--- config.mk ---
export PLATFORM = sky130hd
export DESIGN_NAME = pipe_hazard_ctrl
export DESIGN_NICKNAME = d
export VERILOG_FILES = /design/src/rtl/pipe_hazard_ctrl.sv
export SDC_FILE = /design/constraint.sdc
export NUM_CORES = 1
export LEC_CHECK = 0
export CORE_UTILIZATION = 38
export CTS_BUF_LIST = sky130_fd_sc_hd__clkbuf_8 sky130_fd_sc_hd__clkbuf_16
export DETAILED_ROUTE_END_ITERATION = 8
export PLACE_DENSITY = 0.8
export SKIP_CTS_REPAIR_TIMING = 1
export SLEW_MARGIN = 5
export SYNTH_ARGS = -nofsm -noshare
export SYNTH_HDL_FRONTEND = slang
export SYNTH_SLANG_ARGS = --single-unit
--- constraint.sdc ---
create_clock -name clk -period 2.6 [get_ports clk]
set_clock_uncertainty 0.15 [all_clocks]
set_input_delay 0.65 -clock clk [delete_from_list [all_inputs] [get_ports clk]]
set_output_delay 0.65 -clock clk [all_outputs]
set_load 0.02 [all_outputs]
--- src/rtl/pipe_hazard_ctrl.sv ---
// Pipeline hazard controller: memory-wait freeze, branch flush, load-use stall and EX forwarding.
// Optional performance counters are built in when HAZARD_PERF_CNT_EN is defined.
module pipe_hazard_ctrl (
  input  logic        clk,
  input  logic        reset,
  input  logic [4:0]  rfRn,
  input  logic [4:0]  rfRm,
  input  logic        rfUsesRn,
  input  logic        rfUsesRm,
  input  logic [4:0]  exRn,
  input  logic [4:0]  exRm,
  input  logic [4:0]  exRd,
  input  logic        exRegWrite,
  input  logic        exLoad,
  input  logic        brTakenEX,
  input  logic [4:0]  memRd,
  input  logic        memRegWrite,
  input  logic        memReq,
  input  logic        memAck,
  input  logic [4:0]  wbRd,
  input  logic        wbRegWrite,
  output logic        pcWrEn,
  output logic        ifrfWrEn,
  output logic        rfexWrEn,
  output logic        exmemWrEn,
  output logic        memwbWrEn,
  output logic        ifrfFlush,
  output logic        rfexFlush,
  output logic [1:0]  fwdA,
  output logic [1:0]  fwdB,
  output logic        memErr,
  output logic [1:0]  state
`ifdef HAZARD_PERF_CNT_EN
  ,
  output logic [31:0] stallCycles,
  output logic [31:0] flushCount
`endif
);

  localparam int unsigned REG_W  = 5;
  localparam int unsigned WAIT_W = 8;
  localparam logic [REG_W-1:0]  ZERO_REG   = REG_W'(31);
  localparam logic [WAIT_W-1:0] WAIT_LIMIT = '1;

  localparam logic [1:0] FWD_RF    = 2'b00;
  localparam logic [1:0] FWD_EXMEM = 2'b01;
  localparam logic [1:0] FWD_MEMWB = 2'b10;

  typedef enum logic [1:0] {
    RUN     = 2'b00,
    MEMWAIT = 2'b01,
    ERR     = 2'b10
  } state_t;

  state_t             state_q;
  state_t             state_d;
  logic [WAIT_W-1:0]  wait_q;
  logic [WAIT_W-1:0]  wait_d;
  logic               err_d;
  logic               mem_stall;
  logic               load_use;

  assign state = state_q;

  // Newest producer wins: EX/MEM result is younger than MEM/WB.
  function automatic logic [1:0] fwd_sel(
    input logic [REG_W-1:0] src,
    input logic             mem_wr,
    input logic [REG_W-1:0] mem_rd,
    input logic             wb_wr,
    input logic [REG_W-1:0] wb_rd
  );
    logic [1:0] sel;
    sel = FWD_RF;
    if (mem_wr && (mem_rd == src) && (mem_rd != ZERO_REG)) begin
      sel = FWD_EXMEM;
    end else if (wb_wr && (wb_rd == src) && (wb_rd != ZERO_REG)) begin
      sel = FWD_MEMWB;
    end
    return sel;
  endfunction

  // Load in EX whose destination is read by the instruction in RF.
  always_comb begin
    load_use = 1'b0;
    if (exLoad && exRegWrite && (exRd != ZERO_REG)) begin
      load_use = (rfUsesRn && (rfRn == exRd)) || (rfUsesRm && (rfRm == exRd));
    end
  end

  // Pipe is frozen while data memory has not acknowledged, and forever in ERR.
  always_comb begin
    mem_stall = 1'b1;
    unique case (state_q)
      RUN:     mem_stall = memReq && !memAck;
      MEMWAIT: mem_stall = !memAck;
      ERR:     mem_stall = 1'b1;
      default: mem_stall = 1'b1;
    endcase
  end

  always_ff @(posedge clk or negedge reset) begin
    if (!reset) begin
      state_q <= RUN;
      wait_q  <= '0;
      memErr  <= 1'b0;
    end else begin
      state_q <= state_d;
      wait_q  <= wait_d;
      memErr  <= err_d;
    end
  end

  // The RUN cycle that first sees the unacknowledged request counts as wait cycle one.
  always_comb begin
    state_d = state_q;
    wait_d  = wait_q;
    err_d   = memErr;
    unique case (state_q)
      RUN: begin
        wait_d = '0;
        if (memReq && !memAck) begin
          state_d = MEMWAIT;
          wait_d  = WAIT_W'(1);
        end
      end
      MEMWAIT: begin
        if (memAck) begin
          state_d = RUN;
          wait_d  = '0;
        end else begin
          wait_d = wait_q + WAIT_W'(1);
          if (wait_q == (WAIT_LIMIT - WAIT_W'(1))) begin
            state_d = ERR;
            err_d   = 1'b1;
          end
        end
      end
      ERR: begin
        state_d = ERR;
        err_d   = 1'b1;
      end
      default: begin
        state_d = RUN;
        wait_d  = '0;
      end
    endcase
  end

  // Stage control: freeze > branch flush > load-use stall; reset forces a free-running pipe.
  always_comb begin
    pcWrEn    = 1'b1;
    ifrfWrEn  = 1'b1;
    rfexWrEn  = 1'b1;
    exmemWrEn = 1'b1;
    memwbWrEn = 1'b1;
    ifrfFlush = 1'b0;
    rfexFlush = 1'b0;
    fwdA      = FWD_RF;
    fwdB      = FWD_RF;
    if (reset) begin
      fwdA = fwd_sel(exRn, memRegWrite, memRd, wbRegWrite, wbRd);
      fwdB = fwd_sel(exRm, memRegWrite, memRd, wbRegWrite, wbRd);
      if (mem_stall) begin
        pcWrEn    = 1'b0;
        ifrfWrEn  = 1'b0;
        rfexWrEn  = 1'b0;
        exmemWrEn = 1'b0;
        memwbWrEn = 1'b0;
      end else if (brTakenEX) begin
        ifrfFlush = 1'b1;
        rfexFlush = 1'b1;
      end else if (load_use) begin
        pcWrEn    = 1'b0;
        ifrfWrEn  = 1'b0;
        rfexFlush = 1'b1;
      end
    end
  end

`ifdef HAZARD_PERF_CNT_EN
  localparam int unsigned CNT_W = 32;

  logic stall_event;
  logic flush_event;

  assign stall_event = mem_stall || (!brTakenEX && load_use);
  assign flush_event = !mem_stall && brTakenEX;

  // Saturating event counters.
  always_ff @(posedge clk or negedge reset) begin
    if (!reset) begin
      stallCycles <= '0;
      flushCount  <= '0;
    end else begin
      if (stall_event && (stallCycles != '1)) begin
        stallCycles <= stallCycles + CNT_W'(1);
      end
      if (flush_event && (flushCount != '1)) begin
        flushCount <= flushCount + CNT_W'(1);
      end
    end
  end
`endif

endmodule

==> results.toml, run 1 <==
[logic_synthesis]
ys_ff_latch = 11
synth.yosys.warnings = 0
avgSynthCellArea_um2 = 8.552
syn_nets = 169
synth_top_cell_by_area = "dfrtp_1"
syn-instance-count = 121
yosys-top-cells-area = "dfrtp_1 (27%), xor2_1 (19%), xnor2_1 (7.6%)"
ys_seq_area_share_pct = 26.60
synth_top_area_share_pct = 26.60
synth.distinct_cells = 33
syn-cell-area_mm2 = 0.001035

[setup_path]
crit_path_end_kind = "output port"
critPathArrivalTime_ps = 1890
critPathLaunchType = "primary input"
required_ps = 1800
cp_max_fo = 2
path_class = "primary input to output port"

[power]
p_leak_uw = 0.001084
power_uw = 564.9
ir_drop_uv = 368.3
powerDensity_mw_per_mm2 = 287.9

[sta]
clock.fmax_mhz = 371.8
tns_ps = -313.7
finalWorstSetupSlack_ps = -89.94
worst_pin_slew_ps = 469.0
rsz0062_at_grt = "yes"
maxSlewHeadroom_pct = 68.67
setup-violations-final = 4
timing.final.crit_share_pct = 103.5
period_needed_ps = 2690
hold_violations = 0
drv_slew = 0

[cts]
cts_sinks = 11
h-tree-depth = 1
clockBufferDepth = 2
cts_buffers = 3
clockRootBuffer = "clkbuf_8"
worstSkewPairLatency_ps = 240
tritoncts = "done"
clkSlewWorstSetupHoldPaths_ps = 50

[route]
num_vias = 1210
post_drt_wl_per_cell_um = 16.23
firstDrtPassIters = 4
vias_per_cell = 5.354
drcViolationCount = 0
ant_nets = 0
wl_um = 3668
first_iter_violations = 22

[flow_run]
max_cap_violations = 0

[layout]
layout-drive-gt1-share_pct = 28.06
n_fill_cell = 164
design_area_mm2 = 0.001962
register_area_um2 = 275.3
area_delta_synth_final_pct = 89.60
final_core_util_pct = 77.78
nets = 245
diodes = 0
multiInputGateArea_um2 = 834.6

[placement]
io_buffers = 59
place_congestion = 0.8533
placed_cell_area_mm2 = 0.001762
hpwlAfterDp_um = 2706
dp_slack_ps = -887.1

[floorplanning]
dieArea_mm2 = 0.002935
rows = 18
core_area_mm2 = 0.002522
io-pin-count = 60
die_h_um = 54.18
initial_core_util_pct = 41.02
fp.dieW_um = 54.18

[status]
violations = "negative setup slack"
outcome = "complete, but fails checks"

[hold_path]
hold_path.class = "primary input to async pin"

[global_routing]
first_global_vias = 1141
grt_overflow = 0
grt_pass1_wl_um = 4905
antenna_found_initial = 0
grt_use_total_pct = 23.44
grt_max_degree = 15
==> layer usage <==
layer  wire [um]  up-vias  GRT usage (%)
li1            -      579              -
met3         169       10          4.237
met4          85        0          10.26
met2        2011       44          45.12
met1        1403      577          24.02
met5           0        -              0
==> flip-flops by register name, summed over array words and instances, names as in the netlist <==
signal and flops:
wait_q 8, state 2, memErr 1
==> final timing paths <==
path	from	to	slack, ps	cells after the start
worst min register to register	memErr	memErr	330	1
worst min-delay path	reset	wait_q[6]	320	2
max in group asynchronous	reset	wait_q[4]	1850	2
worst max register to register	wait_q[0]	memErr	910	6
worst max-delay path	wbRd[1]	fwdA[1]	-90	6
min in group clk	memErr	memErr	330	1
==> cells in the final DEF, fill, tap and decap left out, types with 4 or more instances in the layout <==
cell type        instances
buf_4                   18
o21ai_0                  8
xor2_2                   4
dfrtp_1                 11
xor2_1                  19
clkdlybuf4s50_1          9
nand2_1                  8
nand3_1                  9
buf_6                    9
xnor2_1                  8
clkbuf_2                 7
and3_1                   4
dlymetal6s2s_1          32
==> power by group <==
part | leakage [uW] | internal [uW] | total [uW] | switching [uW]
clock network | 0.0000269 | 104 | 168 | 64.3
registers | 0.000151 | 175 | 181 | 5.69
logic | 0.000906 | 118 | 216 | 98.3
==> worst max-delay path, stage by stage <==
cell and delay, ps:
buf_6 100, buf_6 110, xor2_1 120, or4_1 530, nor4_2 210, buf_4 170
==> per-stage QoR <==
stage / std cells / hold slack [ps]
floorplan: 121 / 204.4
global placement: 222 / 307.2
detailed placement: 222 / 324.6
CTS: 226 / 336.1
global route: 226 / 324.3
finish: 226 / 319.3
==> kinds of logic after synthesis <==
| kind of cell | share of synthesized area [%] |
|---|---|
| xor gates and xnor gates | 27.09 |
| adders and majority gates | 2.418 |
| AOI/OAI and AO/OA | 14.27 |
| DFF | 26.60 |
| buffers and inverters | 3.990 |
| and+or+nand+nor | 25.64 |
==> cell usage after synthesis <==
master,n
xor2_1,23
dfrtp_1,11
nand3_1,10
o21ai_0,9
xnor2_1,9
nand2_1,8
nor4_1,6
and3_1,4
buf_4,3
nand2b_1,3
nor2_1,3
a21oi_1,2
a31oi_1,2
and2_1,2
ha_1,2
inv_1,2
nor2b_1,2
nor3_1,2
o31ai_1,2
or2_2,2
or4_1,2
a32oi_1,1
and2_0,1
buf_6,1
nand4_1,1
o211ai_1,1
o21ba_2,1
o21bai_1,1
o22ai_1,1
o31a_1,1
o41ai_2,1
or3_1,1
or3b_4,1
==> layout make-up <==
| type | instances | area share, % |
|---|---|---|
| well taps | 30 | 1.913 |
| flip-flops and latches | 11 | 14.03 |
| clock buffers | 3 | 2.105 |
| repair buffers | 75 | 38.84 |
| inverters | 2 | 0.3827 |
| multi-input cells | 104 | 42.54 |
| clock inverters | 1 | 0.1913 |
(Power assumes the default switching activity.)
==> inputs of run 2 (changes only) <==
Settings changed: CAP_MARGIN from default to 10, SKIP_LAST_GASP from default to 1.
==> results of run 2 <==
No change in the layout: final DEF, timing and power equal those of run 1.
==> inputs of run 3 (changes only) <==
Settings changed: TNS_END_PERCENT from default to 50.
==> run 3 against run 2 <==
  * Clock power increased by 4%
  * Global-route usage is 1.1 points higher
  * The run still ends with negative setup slack left
  * Die area did not move
  * Routed wire length grew 3.8%
  * Largest power group unchanged
  * Critical path depth shrank 1
  * Worst setup slack worse by 1.2 ps
  * Fmax about the same
  * Combinational power up 5%
  * First-iteration DRC count is 9.1% lower
==> results.toml, run 3 (synthesized netlist as in run 1, its figures left out) <==
[route]
drcViolationCount = 0
highest_layer = "met4"
post_drt_wl_per_cell_um = 16.63
num_vias = 1232
dr_wl_met2_um = 2042
first_iter_violations = 20
wl_um = 3808
met1_length_um = 1416
wl_met3_um = 159
firstDrtPassIters = 4
vias_per_cell = 5.380
ant_nets = 0

[status]
violations = "negative setup slack"
outcome = "complete, but fails checks"

[global_routing]
antenna_found_initial = 0
first_global_vias = 1143
grt_pass1_wl_um = 5050
grt_max_degree = 17
grt_use_total_pct = 24.50
grt_overflow = 0

[floorplanning]
core_area_mm2 = 0.002522
rows = 18
initial_core_util_pct = 41.02
dieArea_mm2 = 0.002935
fp.dieW_um = 54.18
die_h_um = 54.18
io-pin-count = 60

[power]
ir_drop_uv = 437.1
intPower_uw = 404.0
p_sw_uw = 179.0
clock_power_share_pct = 30.1
p_seq_share_pct = 31.0
combPwrFrac_pct = 38.9
p_leak_uw = 0.001090
swShare_pct = 30.70
powerDensity_mw_per_mm2 = 288.4

[placement]
io_buffers = 59
dp_slack_ps = -968.7
hpwlAfterDp_um = 2784
placed_cell_area_mm2 = 0.001770
placed_cells = 224
place_congestion = 0.8450

[layout]
regMostFlops = "wait_q"
final_cells = 229
n_fill_cell = 163
register_area_um2 = 275.3
layout_common_cells = "dlymetal6s2s_1 (28), xor2_1 (17), buf_4 (17)"
nets = 248
final_core_util_pct = 80.16
largest_reg_flops = 8
area_delta_synth_final_pct = 95.41
diodes = 0
design_area_mm2 = 0.002022
layout-drive-gt1-share_pct = 35.68
layout_commonest_cell = "dlymetal6s2s_1"
multiInputGateArea_um2 = 872.1

[setup_path]
slowest_stage = "or4_4"
crit_family = "simple AND/OR/NAND/NOR gates"
crit_path_max_incr_delay_ps = 550
cp-endpoint = "fwdB[1]"
cp-startpoint = "exRm[0]"
cp.depth = 5
reg2reg_depth = 6
crit_path_end_kind = "output port"
required_ps = 1800
cp_max_fo = 2
critPathLaunchType = "primary input"
path_class = "primary input to output port"
critPathBufInv = 2
reg2reg_to = "memErr"
r2r_start = "wait_q[0]"
rrSetupSlack_ps = 850
worstPathCellList = "buf_6 > xor2_1 > or4_4 > nor4_4 > buf_4"
critPathArrivalTime_ps = 1890

[sta]
period_needed_ps = 2691
hold_violations = 0
fin_hold_ws_ps = 241.7
maxSlewHeadroom_pct = 65.74
drv_slew = 0
timing.final.crit_share_pct = 103.5
rsz0062_at_grt = "yes"
worst_pin_slew_ps = 512.8
finalWorstSetupSlack_ps = -91.10
setup-violations-final = 8
clock.fmax_mhz = 371.6

[cts]
h-tree-depth = 1
clockBufferDepth = 2
clockRootBuffer = "clkbuf_8"
tritoncts = "done"
cts_sinks = 11
worstSkewPairLatency_ps = 250
cts_buffers = 3
clkSlewWorstSetupHoldPaths_ps = 50

[hold_path]
hold_path.class = "primary input to async pin"

[flow_run]
max_cap_violations = 0
run 3: stage by stage:
| stage | setup TNS, ps | total power, uW |
|---|---|---|
| floorplan | -138.1 | 253.8 |
| global placement | -7053 | 379.3 |
| detailed placement | -7410 | 385.7 |
| CTS | -7517 | 562.6 |
| global route | -696.4 | 610.4 |
| finish | -295.2 | 583.0 |
run 3: worst min path at each step:
stage	startpoint	to	slack [ps]	cells past startpoint
global route	reset	wait_q[6]	260	2
global placement	memErr	memErr	300	1
CTS	memErr	memErr	330	1
detailed placement	memErr	memErr	320	1
finish	reset	wait_q[0]	240	2
floorplan	reset	memErr	200	0
run 3: final cells by class:
cell class                 instances  share of cell area (%)
multi-input combinational        104                   43.13
clock buffer                       3                   2.042
tap                               30                   1.856
clock inverter                     1                  0.1856
timing repair buffer              78                   38.80
sequential                        11                   13.61
inverter                           2                  0.3713
run 3: per-layer routing:
layer	up-vias	GRT usage (%)
met4	0	7.692
met2	38	42.68
met1	596	30.03
met3	19	4.520
met5	-	0
li1	579	-
run 3: power by group through the flow:
| stage | logic [uW] | registers [uW] | clock network [uW] |
|---|---|---|---|
| global placement | 196 | 183 | 0 |
| floorplan | 70.7 | 183 | 0 |
| CTS | 204 | 180 | 179 |
| global route | 243 | 181 | 186 |
| finish | 227 | 181 | 175 |
| detailed placement | 202 | 183 | 0 |
run 3: worst register-to-register path, cell delays in order, from the launching register on:
cell	delay (ps)
dfrtp_1	460
inv_1	80
ha_1	210
nand4_1	110
nor3_1	50
or2_2	290
or2_2	280
